File: src/rtl/demux1_2_sequential_if.sv
// demux1_2_sequential_if: stream bundle between a 1:2 registered demux and its environment
// Signals:
//   valid_in, data_in[WIDTH]    incoming word and its qualifier
//   mode, selector              steering control (0 = external select, 1 = auto-alternate)
//   data_out0/1[WIDTH]          registered lane data
//   valid_out0/1                per-lane update pulses
//   pair_valid                  both lanes updated together (auto-alternate)
//   lane_drop                   held half-pair discarded by a mode change
// Modports: master drives the inputs and observes the outputs; slave is the demux side.
interface demux1_2_sequential_if #(parameter int WIDTH = 2);
    logic             valid_in;
    logic [WIDTH-1:0] data_in;
    logic             mode;
    logic             selector;
    logic [WIDTH-1:0] data_out0;
    logic [WIDTH-1:0] data_out1;
    logic             valid_out0;
    logic             valid_out1;
    logic             pair_valid;
    logic             lane_drop;
    modport master (
        output valid_in, data_in, mode, selector,
        input  data_out0, data_out1, valid_out0, valid_out1, pair_valid, lane_drop
    );
    modport slave (
        input  valid_in, data_in, mode, selector,
        output data_out0, data_out1, valid_out0, valid_out1, pair_valid, lane_drop
    );
endinterface

File: src/rtl/demux1_2_sequential.sv
// demux1_2_sequential: registered 1:2 demux, external-select or auto-alternate pairing
// Ports:
//   clk      rising-edge clock
//   reset_L  synchronous active-low reset
//   bus      demux1_2_sequential_if.slave (inputs valid_in/data_in/mode/selector,
//            outputs data_out0/1, valid_out0/1, pair_valid, lane_drop)
module demux1_2_sequential #(
    parameter int WIDTH = 2
) (
    input  logic                  clk,
    input  logic                  reset_L,
    demux1_2_sequential_if.slave  bus
);
    typedef enum logic {LANE0, LANE1} state_t;
    state_t           state_q, state_d;
    logic [WIDTH-1:0] hold_q, hold_d;
    logic [WIDTH-1:0] out0_q, out0_d, out1_q, out1_d;
    logic             v0_q, v0_d, v1_q, v1_d, pv_q, pv_d, drop_q, drop_d;
    logic             mode_q;
    logic             mode_chg;
    state_t           cur;
    // A mode change restarts pairing; the word at that edge is handled under the new mode.
    assign mode_chg = bus.mode != mode_q;
    assign cur      = mode_chg ? LANE0 : state_q;
    always_comb begin
        state_d = cur;
        hold_d  = hold_q;
        out0_d  = out0_q;
        out1_d  = out1_q;
        v0_d    = 1'b0;
        v1_d    = 1'b0;
        pv_d    = 1'b0;
        drop_d  = mode_chg && state_q == LANE1;
        if (bus.valid_in) begin
            if (!bus.mode) begin
                out0_d = bus.selector ? out0_q : bus.data_in;
                out1_d = bus.selector ? bus.data_in : out1_q;
                v0_d   = !bus.selector;
                v1_d   = bus.selector;
            end else if (cur == LANE0) begin
                hold_d  = bus.data_in;
                state_d = LANE1;
            end else begin
                out0_d  = hold_q;
                out1_d  = bus.data_in;
                v0_d    = 1'b1;
                v1_d    = 1'b1;
                pv_d    = 1'b1;
                state_d = LANE0;
            end
        end
    end
    always_ff @(posedge clk) begin
        if (!reset_L) begin
            state_q <= LANE0;
            hold_q  <= '0;
            out0_q  <= '0;
            out1_q  <= '0;
            v0_q    <= 1'b0;
            v1_q    <= 1'b0;
            pv_q    <= 1'b0;
            drop_q  <= 1'b0;
            mode_q  <= 1'b0;
        end else begin
            state_q <= state_d;
            hold_q  <= hold_d;
            out0_q  <= out0_d;
            out1_q  <= out1_d;
            v0_q    <= v0_d;
            v1_q    <= v1_d;
            pv_q    <= pv_d;
            drop_q  <= drop_d;
            mode_q  <= bus.mode;
        end
    end
    assign bus.data_out0  = out0_q;
    assign bus.data_out1  = out1_q;
    assign bus.valid_out0 = v0_q;
    assign bus.valid_out1 = v1_q;
    assign bus.pair_valid = pv_q;
    assign bus.lane_drop  = drop_q;
endmodule

File: src/flat_wrapper.sv
// flat-port wrapper written by rule: the top's interface ports become plain ports
module demux1_2_sequential_flat 
#(
    parameter int WIDTH = 2
)
  (clk, reset_L, bus_valid_in, bus_data_in, bus_mode, bus_selector, bus_data_out0, bus_data_out1, bus_valid_out0, bus_valid_out1, bus_pair_valid, bus_lane_drop);
  demux1_2_sequential_if #(.WIDTH(WIDTH)) bus_i ();
  input  logic clk;
  input  logic reset_L;
  input wire logic [$bits(bus_i.valid_in)-1:0] bus_valid_in;
  input wire logic [$bits(bus_i.data_in)-1:0] bus_data_in;
  input wire logic [$bits(bus_i.mode)-1:0] bus_mode;
  input wire logic [$bits(bus_i.selector)-1:0] bus_selector;
  output wire logic [$bits(bus_i.data_out0)-1:0] bus_data_out0;
  output wire logic [$bits(bus_i.data_out1)-1:0] bus_data_out1;
  output wire logic [$bits(bus_i.valid_out0)-1:0] bus_valid_out0;
  output wire logic [$bits(bus_i.valid_out1)-1:0] bus_valid_out1;
  output wire logic [$bits(bus_i.pair_valid)-1:0] bus_pair_valid;
  output wire logic [$bits(bus_i.lane_drop)-1:0] bus_lane_drop;
  assign bus_i.valid_in = bus_valid_in;
  assign bus_i.data_in = bus_data_in;
  assign bus_i.mode = bus_mode;
  assign bus_i.selector = bus_selector;
  assign bus_data_out0 = bus_i.data_out0;
  assign bus_data_out1 = bus_i.data_out1;
  assign bus_valid_out0 = bus_i.valid_out0;
  assign bus_valid_out1 = bus_i.valid_out1;
  assign bus_pair_valid = bus_i.pair_valid;
  assign bus_lane_drop = bus_i.lane_drop;
  demux1_2_sequential #(.WIDTH(WIDTH)) u_core (.clk(clk), .reset_L(reset_L), .bus(bus_i));
endmodule
File: config.mk
export PLATFORM = sky130hd
export DESIGN_NAME = demux1_2_sequential_flat
export DESIGN_NICKNAME = d
export VERILOG_FILES = /design/src/rtl/demux1_2_sequential_if.sv /design/src/rtl/demux1_2_sequential.sv /design/src/flat_wrapper.sv
export SDC_FILE = /design/constraint.sdc
export NUM_CORES = 1
export LEC_CHECK = 0
export CAP_MARGIN = 20
export CELL_PAD_IN_SITES_DETAIL_PLACEMENT = 1
export CELL_PAD_IN_SITES_GLOBAL_PLACEMENT = 1
export CORE_AREA = 2 2 41 43
export CTS_BUF_LIST = sky130_fd_sc_hd__clkbuf_4 sky130_fd_sc_hd__clkbuf_8
export DETAILED_ROUTE_END_ITERATION = 8
export DIE_AREA = 0 0 43 45
export PLACE_DENSITY = 0.89
export SYNTH_ARGS = -nofsm -noshare
export SYNTH_HDL_FRONTEND = slang
export SYNTH_SLANG_ARGS = --single-unit
File: constraint.sdc
create_clock -name clk -period 2.2 [get_ports clk]
set_input_delay 0.33 -clock clk [delete_from_list [all_inputs] [get_ports clk]]
set_output_delay 0.33 -clock clk [all_outputs]
set_load 0.03 [all_outputs]
# After elaboration in Yosys (flattened, before gate mapping)

Cells that the tools add are included.

Register bits: 12
Bits of input ports: 7
Output and inout port bits: 8

Muxes and demuxes: 13
Equality and inequality tests: 3
Bitwise logic cells: 1
Reductions and logical operators: 8

Operators with widths:

| kind               | number |
|---|---|
| $mux 2             | 6 |
| $reduce_and 3->1   | 4 |
| $mux 1             | 7 |
| $ne 2x1->1 const B | 1 |
| $ne 2x2->1 const B | 1 |
| $reduce_and 2->1   | 1 |
| $reduce_bool 2->1  | 1 |
| $logic_and 1x1->1  | 1 |
| $logic_not 1->1    | 1 |
| $ne 1x1->1         | 1 |
| $not 1->1          | 1 |

# Longest topological paths before layout

Gate-level depths: netlist (run 1).

Depth in word-level cells: 5
Mapped depth: 7
Gate-level depth less buffers: 6

# Least setup slack after synthesis (run 1)

OpenSTA, ideal clock, no wires.

Path type: input port to flip-flop
From: in bus_mode
To: reg u_core.state_q
Stages: 6
Arrival time: 1.212 ns
Path slack: 0.904 ns
Data required time: 2.116 ns
Cells stage by stage: buf_6 > xnor2_1 > nand2_1 > ha_1 > nand3b_1 > o31ai_2

Longest elaborated chain between the ends: 5

RTL lines:

| item                 | RTL line                  | text |
|---|---|---|
| start, declared      | flat_wrapper.sv:12        | `input wire logic [$bits(bus_i.mode)-1:0] bus_mode;` |
| $ne 1x1->1           | demux1_2_sequential.sv:23 | `assign mode_chg = bus.mode != mode_q;` |
| $mux 1               | demux1_2_sequential.sv:24 | `assign cur = mode_chg ? LANE0 : state_q;` |
| $mux 1               | demux1_2_sequential.sv:40 | `end else if (cur == LANE0) begin` |
| $mux 1               | demux1_2_sequential.sv:35 | `if (!bus.mode) begin` |
| $mux 1 (*)           | demux1_2_sequential.sv:34 | `if (bus.valid_in) begin` |
| end signal, assigned | demux1_2_sequential.sv:65 | `state_q <= state_d;` |
| end, declared        | demux1_2_sequential.sv:15 | `state_t state_q, state_d;` |

Mark *: on every way between the ends. The rest lies on a longest branch, timed or not.
A chain may end at the register's enable or synchronous reset.

# Worst setup path after layout (run 1)

From: reg u_core.out0_q[1] (netlist: u_core.bus.data_out0[1])
To: out bus_data_out0[1]

RTL lines:

| item                   | RTL line                  | text |
|---|---|---|
| start, declared        | demux1_2_sequential.sv:17 | `logic [WIDTH-1:0] out0_q, out0_d, out1_q, out1_d;` |
| start signal, assigned | demux1_2_sequential.sv:67 | `out0_q <= out0_d;` |
| end, declared          | flat_wrapper.sv:14        | `output wire logic [$bits(bus_i.data_out0)-1:0] bus_data_out0;` |

No word-level cell between the ends.

==> results of run 1 <==
==> worst reg2reg max path, cell delays in order (launching register included) <==
cell      delay, ns
dfxtp_1        0.33
xnor2_1        0.19
nand2_1        0.14
ha_1           0.28
nand3b_1       0.17
o31ai_2        0.08
==> per-stage QoR <==
stage | hold slack (ns) | total power (W) | utilization | cell area (um^2) | worst slack [ns]
6_report | 0.459 | 0.000431 | 0.462 | 679 | 0.559
5_1_grt | 0.482 | 0.000451 | 0.462 | 679 | 0.538
4_1_cts | 0.465 | 0.000439 | 0.462 | 679 | 0.535
3_5_place_dp | 0.455 | 0.000301 | 0.446 | 657 | 0.439
3_3_place_gp | 0.438 | 0.000298 | 0.446 | 657 | 0.515
2_1_floorplan | 0.424 | 0.000274 | - | 508 | 0.904
==> final cells by class <==
class	count	area [um^2]	area share
multi-input combinational	38	245	0.361
sequential	12	240	0.354
timing repair buffer	15	148	0.217
clock buffer	3	22.5	0.0331
tap	16	20.0	0.0295
inverter	1	3.75	0.00552
==> where the power goes <==
group	leakage, nW	switching, W	internal [W]	total, W
combinational	0.154	0.0000344	0.0000322	0.0000667
sequential	0.0978	0.00000435	0.000225	0.000230
clock	0.0138	0.0000714	0.0000634	0.000135
total	0.265	0.000110	0.000321	0.000431
==> final timing paths <==
check             depth (start not counted)  slack [ns]                               to
setup / recovery                          1        0.56                 bus_data_out0[1]
setup reg to reg                          5        0.93        u_core.state_q$_SDFF_PN0_
hold reg to reg                           2        0.46  u_core.bus.lane_drop$_SDFF_PN0_
hold / removal                            2        0.46  u_core.bus.lane_drop$_SDFF_PN0_
==> routing by layer <==
metal	up-vias	global-route usage
met4	0	0.109
li1	207	-
met1	199	0.149
met5	-	0
met3	4	0.0360
met2	11	0.270
==> sequential cells by signal, summed over array words and instances (netlist names) <==
register	cells
u_core.bus.valid_out1	1
u_core.mode_q	1
u_core.bus.pair_valid	1
u_core.hold_q	2
u_core.bus.data_out0	2
u_core.bus.lane_drop	1
u_core.state_q	1
u_core.bus.valid_out0	1
u_core.bus.data_out1	2
==> kinds of logic after synthesis <==
family          Yosys count
compound gates            5
xor+xnor                  1
fa+ha+maj                 1
buf+inv                   4
flops                    12
mux                       6
simple gates             25
==> cell usage in the layout (no fill, tap or decap) <==
cell type         n
o21a_4            1
a21oi_1           2
xnor2_1           1
o21ai_2           1
nand2_1          14
nand3_1           2
nor2b_1           1
mux2i_1           4
inv_1             1
o31ai_2           1
clkdlybuf4s50_1  14
nand3b_1          1
and3_4            1
dfxtp_1          12
buf_4             1
and2_1            2
nor2_1            4
clkbuf_4          3
mux2_2            2
ha_1              1
==> flow_metrics.tcl, run 1 <==
set metrics [dict create \
    grt_max_degree 14 \
    synthTopCellsByCount "nand2_1 (14), dfxtp_1 (12), mux2i_1 (4), nor2_1 (4)" \
    cts_setup_buffers 0 \
    cts_resized 0 \
    n_fill_cell 186 \
    status "complete, no violations" \
    synthFlopType "dfxtp_1" \
    std_cell_rows 14 \
    die_width_um 43 \
    yosysWarnings 0 \
    htreeDepth 1 \
    cts_tree "built" \
    initial_utilization 0.345 \
    overflow 0 \
    cp_cell_sequence "clkdlybuf4s50_1" \
    r2r_start "u_core.mode_q$_SDFF_PN0_" \
    syn_to_final_growth_pct 33.7 \
    synth_top_family_by_area "simple AND/OR/NAND/NOR gates" \
    gp_congestion 0.719 \
    drt_iter0_markers 5 \
    drtPass1Iterations 4 \
    yosys.area_share.simple 0.227 \
    worstSetupPathType "flip-flop to primary output" \
    hpwl_um 925 \
    drc_errors 0 \
    met2_length_um 678 \
    cp-startpoint "u_core.bus.data_out0[1]$_SDFFE_PN0P_" \
    tns_ns 0 \
    clkTransAtPathRegs_ns 0.07 \
    io_buffers 14 \
    slowest_delay_ns 0.70 \
    min_period_ns 1.64 \
    min-delay-start "u_core.state_q$_SDFF_PN0_" \
    yosysTopAreaCell "dfxtp_1" \
    yosysMostFrequentCell "nand2_1" \
    vdd_drop_max_uv 297 \
    cp_top_family "buffers and inverters" \
    syn_area_um2 508 \
    synth-seq-area-share 0.473 \
    postSynth.asyncResetShare 0 \
    final-instance-count-excl-fill 85 \
    ant_nets 0 \
    synth-edff-count 0 \
    post-route-period-util 0.746 \
    placed_cells 82 \
    cp.arrival_ns 1.31 \
    drt_wl_total_mm 1.22 \
    required_ns 1.87 \
    cap_violations 0 \
    cts-hold-fix-buffers 0 \
    cp-end-kind "primary output" \
    cts.root.buffer_cell "clkbuf_4" \
    wl_per_cell_um 14.4 \
    antenna_found_initial 0 \
    slew_headroom 0.715 \
    synth_compound_area_frac 0.0911 \
    synth_fa_ha_area_frac 0.0246 \
    muxShareOfSynthArea 0.123 \
    skew_ns 0.00147 \
    netlist-cell-type-count 19 \
    worst_skew_pair.late_latency_ns 0.27 \
    synth_cells 54 \
    boundaryPins 15 \
    syn_nets 62 \
    critPathLaunchType "flip-flop" \
    tightest_slew_ns 0.426 \
    grt_pass1_wl_mm 1.94 \
    cts_num_sinks 12 \
    synth_area_leaders "dfxtp_1 (47%), nand2_1 (10%), mux2i_1 (7.9%)" \
    p_per_area_nw_per_um2 634 \
    synthXorXnorAreaFrac 0.0172 \
    core-area_um2 1470 \
    first_global_vias 413 \
    met3_wirelength_um 46 \
    final_hold_viol_count 0 \
    setup_viol_count_final 0 \
    dieArea_um2 1940 \
    grt_usage 0.149 \
    ys_seq_elements 12 \
    via_per_inst 4.95 \
    die_h_um 45 \
    cts_inserted_buffers 3 \
    n_antenna_cell 0 \
    synth_top_area_share 0.473 \
    vias 421 \
    rsz0062_at_grt "no" \
    hold_class "flip-flop to flip-flop" \
    drive_gt1_frac 0.145 \
    power.leakage_nw 0.265 \
    crit_buf_inv 1 \
    dr.max_layer_used "met4" \
    nets 79 \
    cts.path.max_buffers 2 \
    synth_area_per_cell_um2 9.41 \
    drv_slew 0 \
    slowest_stage "clkdlybuf4s50_1" \
    critPathMaxFanout 2 \
    wl_met1_um 462 \
    max_freq_ghz 0.609 \
]
(Power assumes the default switching activity.)
==> run 2: changes to the inputs <==
- CORE_AREA: 2 2 41 43 -> 2 2 42 44
- DIE_AREA: 0 0 43 45 -> 0 0 44 46
- PLACE_DENSITY: 0.89 -> 0.86
- clock period: 2.2 -> 1.65 ns (I/O delays scaled with it)
==> run 2 against run 1 <==
Net effect:
- die area rose by 4.6%
- count of clock-buffer cells in the layout up 1
- non-clock buffer count increased by 2
- global-route usage fell by 1.2 points
- critical path depth is the same
- combinational power rose by 39%
- cell area grew 4.4%
- clock skew is 0.0010 ns lower
- first-iteration DRC count is 80% lower
==> flow_metrics.tcl, run 2 (synthesis results as in run 1) <==
set metrics [dict create \
    status "complete, no violations" \
    dpl_cell_area_um2 673 \
    grt_usage 0.137 \
    setup_viol_count_final 0 \
    required_ns 1.40 \
    p_sw_frac 0.241 \
    cts_resized 0 \
    std_cell_rows 15 \
    core-area_um2 1610 \
    slew_headroom 0.753 \
    met2_length_um 637 \
    worstSetupPathType "flip-flop to primary output" \
    cellInternalPower_w 0.000480 \
    setup_ws_ns 0.102 \
    tightest_slew_ns 0.369 \
    ant_nets 0 \
    ff2ff_path_depth 6 \
    syn_to_final_growth_pct 39.7 \
    min_period_ns 1.55 \
    r2r-end "u_core.hold_q[1]$_SDFFE_PN0P_" \
    cp-end-kind "primary output" \
    cts.root.buffer_cell "clkbuf_4" \
    cts_tree "built" \
    p_switching_w 0.000153 \
    final_area_um2 709 \
    p_clk_frac 0.370 \
    crit_path_end "bus_data_out1[1]" \
    slowest_stage "clkdlybuf4s50_1" \
    critPathMaxFanout 2 \
    boundaryPins 15 \
    cts_inserted_buffers 3 \
    rsz0062_at_grt "no" \
    gp_congestion 0.711 \
    dr.max_layer_used "met4" \
    drive_gt1_frac 0.181 \
    htreeDepth 1 \
    cap_violations 0 \
    vias 419 \
    total_power_w 0.000633 \
    drtPass1Iterations 3 \
    via_per_inst 4.71 \
    met3_wirelength_um 46 \
    worst_skew_pair.late_latency_ns 0.28 \
    crit_buf_inv 1 \
    first_global_vias 436 \
    cts_num_sinks 12 \
    power.leakage_nw 0.282 \
    combPwrFrac 0.147 \
    r2r_start "u_core.mode_q$_SDFF_PN0_" \
    critPathLaunchType "flip-flop" \
    p_per_area_nw_per_um2 892 \
    wl_per_cell_um 14.1 \
    die_h_um 46 \
    drv_slew 0 \
    die_width_um 44 \
    antenna_found_initial 0 \
    cts_setup_buffers 0 \
    hpwl_um 943 \
    grt_pass1_wl_mm 1.90 \
    cp.arrival_ns 1.30 \
    cts-hold-fix-buffers 0 \
    final_hold_viol_count 0 \
    wl_met1_um 526 \
    rrSetupSlack_ns 0.37 \
    cp_cell_sequence "clkdlybuf4s50_1" \
    slowest_delay_ns 0.68 \
    grt_max_degree 9 \
    cts.path.max_buffers 2 \
    cp-startpoint "u_core.bus.data_out1[1]$_SDFFE_PN0P_" \
    vdd_drop_max_uv 354 \
    overflow 0 \
    skew_ns 0.000426 \
    power_frac_seq 0.484 \
    io_buffers 14 \
    hold_class "flip-flop to flip-flop" \
    dieArea_um2 2020 \
    nets 81 \
    dpl_worst_slack_ns -0.0189 \
    layout_common_cells "nand2_1 (14), clkdlybuf4s50_1 (14), dfxtp_1 (12), mux2i_1 (4), nor2_1 (4)" \
    drt_wl_total_mm 1.25 \
    n_antenna_cell 0 \
    max_freq_ghz 0.646 \
    drc_errors 0 \
    drt_iter0_markers 1 \
    cp.depth 1 \
    n_fill_cell 199 \
    clkTransAtPathRegs_ns 0.07 \
    cp_top_family "buffers and inverters" \
    initial_utilization 0.315 \
    post-route-period-util 0.938 \
]
[run 2: changes by cell type in the layout (fill, tap and decap cells not counted), sizes merged]
cell,delta
buf,+2
clkbuf,+1
[run 2: worst register-to-register path: cells and delay by family, from the launching register on]
kind            cells  cell delay [ns]
simple gates        3             0.29
flops               1             0.33
compound gates      1             0.16
fa+ha+maj           1             0.23
xor+xnor            1             0.20
[run 2: how the worst min path moves through the flow]
stage                                          from                                    to  slack (ns)  cells after the start
after floorplan                      bus_data_in[0]  u_core.bus.data_out1[0]$_SDFFE_PN0P_        0.39                      2
after global placement    u_core.state_q$_SDFF_PN0_       u_core.bus.lane_drop$_SDFF_PN0_        0.44                      2
after detailed placement  u_core.state_q$_SDFF_PN0_       u_core.bus.lane_drop$_SDFF_PN0_        0.45                      2
after CTS                 u_core.state_q$_SDFF_PN0_       u_core.bus.lane_drop$_SDFF_PN0_        0.46                      2
after global routing      u_core.state_q$_SDFF_PN0_       u_core.bus.lane_drop$_SDFF_PN0_        0.48                      2
final                     u_core.state_q$_SDFF_PN0_       u_core.bus.lane_drop$_SDFF_PN0_        0.46                      2
[run 2: per-stage QoR]
step | util | hold WS (ns) | TNS, ns | cells
after floorplan | - | 0.390 | 0 | 54
after global placement | 0.417 | 0.439 | 0 | 85
after detailed placement | 0.417 | 0.453 | -0.0189 | 85
after CTS | 0.440 | 0.463 | 0 | 89
after global routing | 0.440 | 0.483 | 0 | 89
final | 0.440 | 0.456 | 0 | 89
[run 2: area by class of cell]
| cell class | instances | area [um^2] | share of cell area |
|---|---|---|---|
| inverters | 1 | 3.75 | 0.00529 |
| flip-flops and latches | 12 | 240 | 0.339 |
| multi-input cells | 38 | 245 | 0.346 |
| repair buffers | 17 | 163 | 0.229 |
| well taps | 17 | 21.3 | 0.0300 |
| clock buffers | 4 | 36.3 | 0.0511 |
[run 2: power groups by stage]
stage | combinational [W] | sequential, W | clock, W
after CTS | 0.0000934 | 0.000306 | 0.000235
after detailed placement | 0.0000925 | 0.000313 | 0
after global routing | 0.000100 | 0.000308 | 0.000256
after floorplan | 0.0000433 | 0.000322 | 0
final | 0.0000928 | 0.000306 | 0.000234
after global placement | 0.0000891 | 0.000312 | 0
[run 2: routing by layer]
metal  track usage  vias up
met5             0        -
met4        0.0909        0
met3        0.0357        5
met2         0.238       11
met1         0.146      191
li1              -      212
==> run 3: changes to the inputs <==
- CELL_PAD_IN_SITES_DETAIL_PLACEMENT: 1 -> default
- CELL_PAD_IN_SITES_GLOBAL_PLACEMENT: 1 -> default
- CORE_AREA: 2 2 42 44 -> 2 2 39 41
- DIE_AREA: 0 0 44 46 -> 0 0 41 43
- PLACE_DENSITY: 0.86 -> 0.78
==> run 3 against run 2 <==
Net effect:
- sequential power about the same
- register-to-register slack improved by 0.09 ns
- non-clock buffer count did not move
- clock power about the same
- die area is 13% lower
- cell count down 1.1%
- utilization increased by 7.2 points
- clock skew is 0.0011 ns higher
- maximum frequency increased by 0.99%
- first-iteration DRC count rose to 10 times the previous value
- critical path depth did not move
- critical endpoint is now bus_data_out1[0]
- largest cell class unchanged
- highest routed layer unchanged
==> flow_metrics.tcl, run 3 (synthesis results as in run 1) <==
set metrics [dict create \
    status "complete, no violations" \
    tns_ns 0 \
    multi_input_area_um2 245 \
    cp-end-kind "primary output" \
    r2r_start "u_core.mode_q$_SDFF_PN0_" \
    drtPass1Iterations 4 \
    grt_usage 0.137 \
    std_cell_rows 14 \
    final_hold_viol_count 0 \
    antenna_found_initial 0 \
    hpwl_um 727 \
    nets 81 \
    p_per_area_nw_per_um2 885 \
    tightest_slew_ns 0.339 \
    cap_violations 0 \
    vdd_drop_max_uv 344 \
    cts_setup_buffers 0 \
    drt_iter0_markers 10 \
    cp_top_family "buffers and inverters" \
    cts_inserted_buffers 3 \
    dpl_worst_slack_ns 0.0572 \
    regArea_um2 240 \
    setup_ws_ns 0.118 \
    htreeDepth 1 \
    via_per_inst 4.72 \
    cts.path.max_buffers 2 \
    syn_to_final_growth_pct 39.4 \
    cts_resized 0 \
    setup_viol_count_final 0 \
    core-area_um2 1380 \
    cp_cell_sequence "clkdlybuf4s50_1" \
    n_fill_cell 128 \
    skew_ns 0.00155 \
    vias 415 \
    drt_wl_total_um 908 \
    boundaryPins 15 \
    dieArea_um2 1760 \
    crit_buf_inv 1 \
    initial_utilization 0.367 \
    slowest_stage "clkdlybuf4s50_1" \
    critPathLaunchType "flip-flop" \
    drc_errors 0 \
    critPathMaxFanout 2 \
    max_freq_ghz 0.653 \
    ant_nets 0 \
    grt_pass1_wl_mm 1.64 \
    required_ns 1.40 \
    rsz0062_at_grt "no" \
    first_global_vias 408 \
    drive_gt1_frac 0.181 \
    n_antenna_cell 0 \
    power.leakage_nw 0.282 \
    drv_slew 0 \
    io_buffers 14 \
    worstSetupPathType "flip-flop to primary output" \
    hold_slack_ns 0.460 \
    post-route-period-util 0.929 \
    cp.arrival_ns 1.28 \
    cp-startpoint "u_core.bus.data_out1[0]$_SDFFE_PN0P_" \
    layout_common_cells "nand2_1 (14), clkdlybuf4s50_1 (14), dfxtp_1 (12), mux2i_1 (4), nor2_1 (4)" \
    min_period_ns 1.53 \
    wl_per_cell_um 10.3 \
    hold_class "flip-flop to flip-flop" \
    min-delay-start "u_core.state_q$_SDFF_PN0_" \
    final-instance-count-excl-fill 88 \
    cts.root.buffer_cell "clkbuf_4" \
    gp_congestion 0.710 \
    clkTransAtPathRegs_ns 0.07 \
    die_h_um 43 \
    grt_max_degree 10 \
    cts_tree "built" \
    cts-hold-fix-buffers 0 \
    slowest_delay_ns 0.67 \
    overflow 0 \
    slew_headroom 0.773 \
    die_width_um 41 \
    worst_skew_pair.late_latency_ns 0.27 \
    total_power_w 0.000626 \
    cts_num_sinks 12 \
    placed_cells 84 \
]
## run 3: cell type report
| cell class | count | area share |
|---|---|---|
| Clock buffer | 4 | 0.0512 |
| Multi-Input combinational cell | 38 | 0.346 |
| Sequential cell | 12 | 0.339 |
| Timing Repair Buffer | 17 | 0.230 |
| Inverter | 1 | 0.00530 |
| Tap cell | 16 | 0.0283 |
## run 3: routing by layer
layer | vias to the layer above | GRT usage | wire [um]
met2 | 15 | 0.197 | 434
li1 | 215 | - | -
met4 | 0 | 0.100 | 23
met3 | 2 | 0.0157 | 50
met1 | 183 | 0.179 | 400
met5 | - | 0 | 0
## run 3: path summary, 6_finish.rpt
| path | slack (ns) | depth (start not counted) | endpoint |
|---|---|---|---|
| worst max-delay path | 0.12 | 1 | bus_data_out1[0] |
| worst min-delay path | 0.46 | 2 | u_core.bus.lane_drop$_SDFF_PN0_ |
| worst max register to register | 0.46 | 5 | u_core.state_q$_SDFF_PN0_ |
| worst min register to register | 0.46 | 2 | u_core.bus.lane_drop$_SDFF_PN0_ |
## run 3: per-stage QoR
stage / utilization / area [um^2]
finish: 0.512 / 708
global route: 0.512 / 708
floorplan: - / 508
detailed placement: 0.486 / 672
CTS: 0.512 / 708
global placement: 0.486 / 672
## run 3: power breakdown
part / internal (W) / switching [W] / leakage (nW)
Sequential: 0.000300 / 0.00000524 / 0.0978
Clock: 0.000134 / 0.0000975 / 0.0210
Combinational: 0.0000458 / 0.0000435 / 0.163
Total: 0.000480 / 0.000146 / 0.282
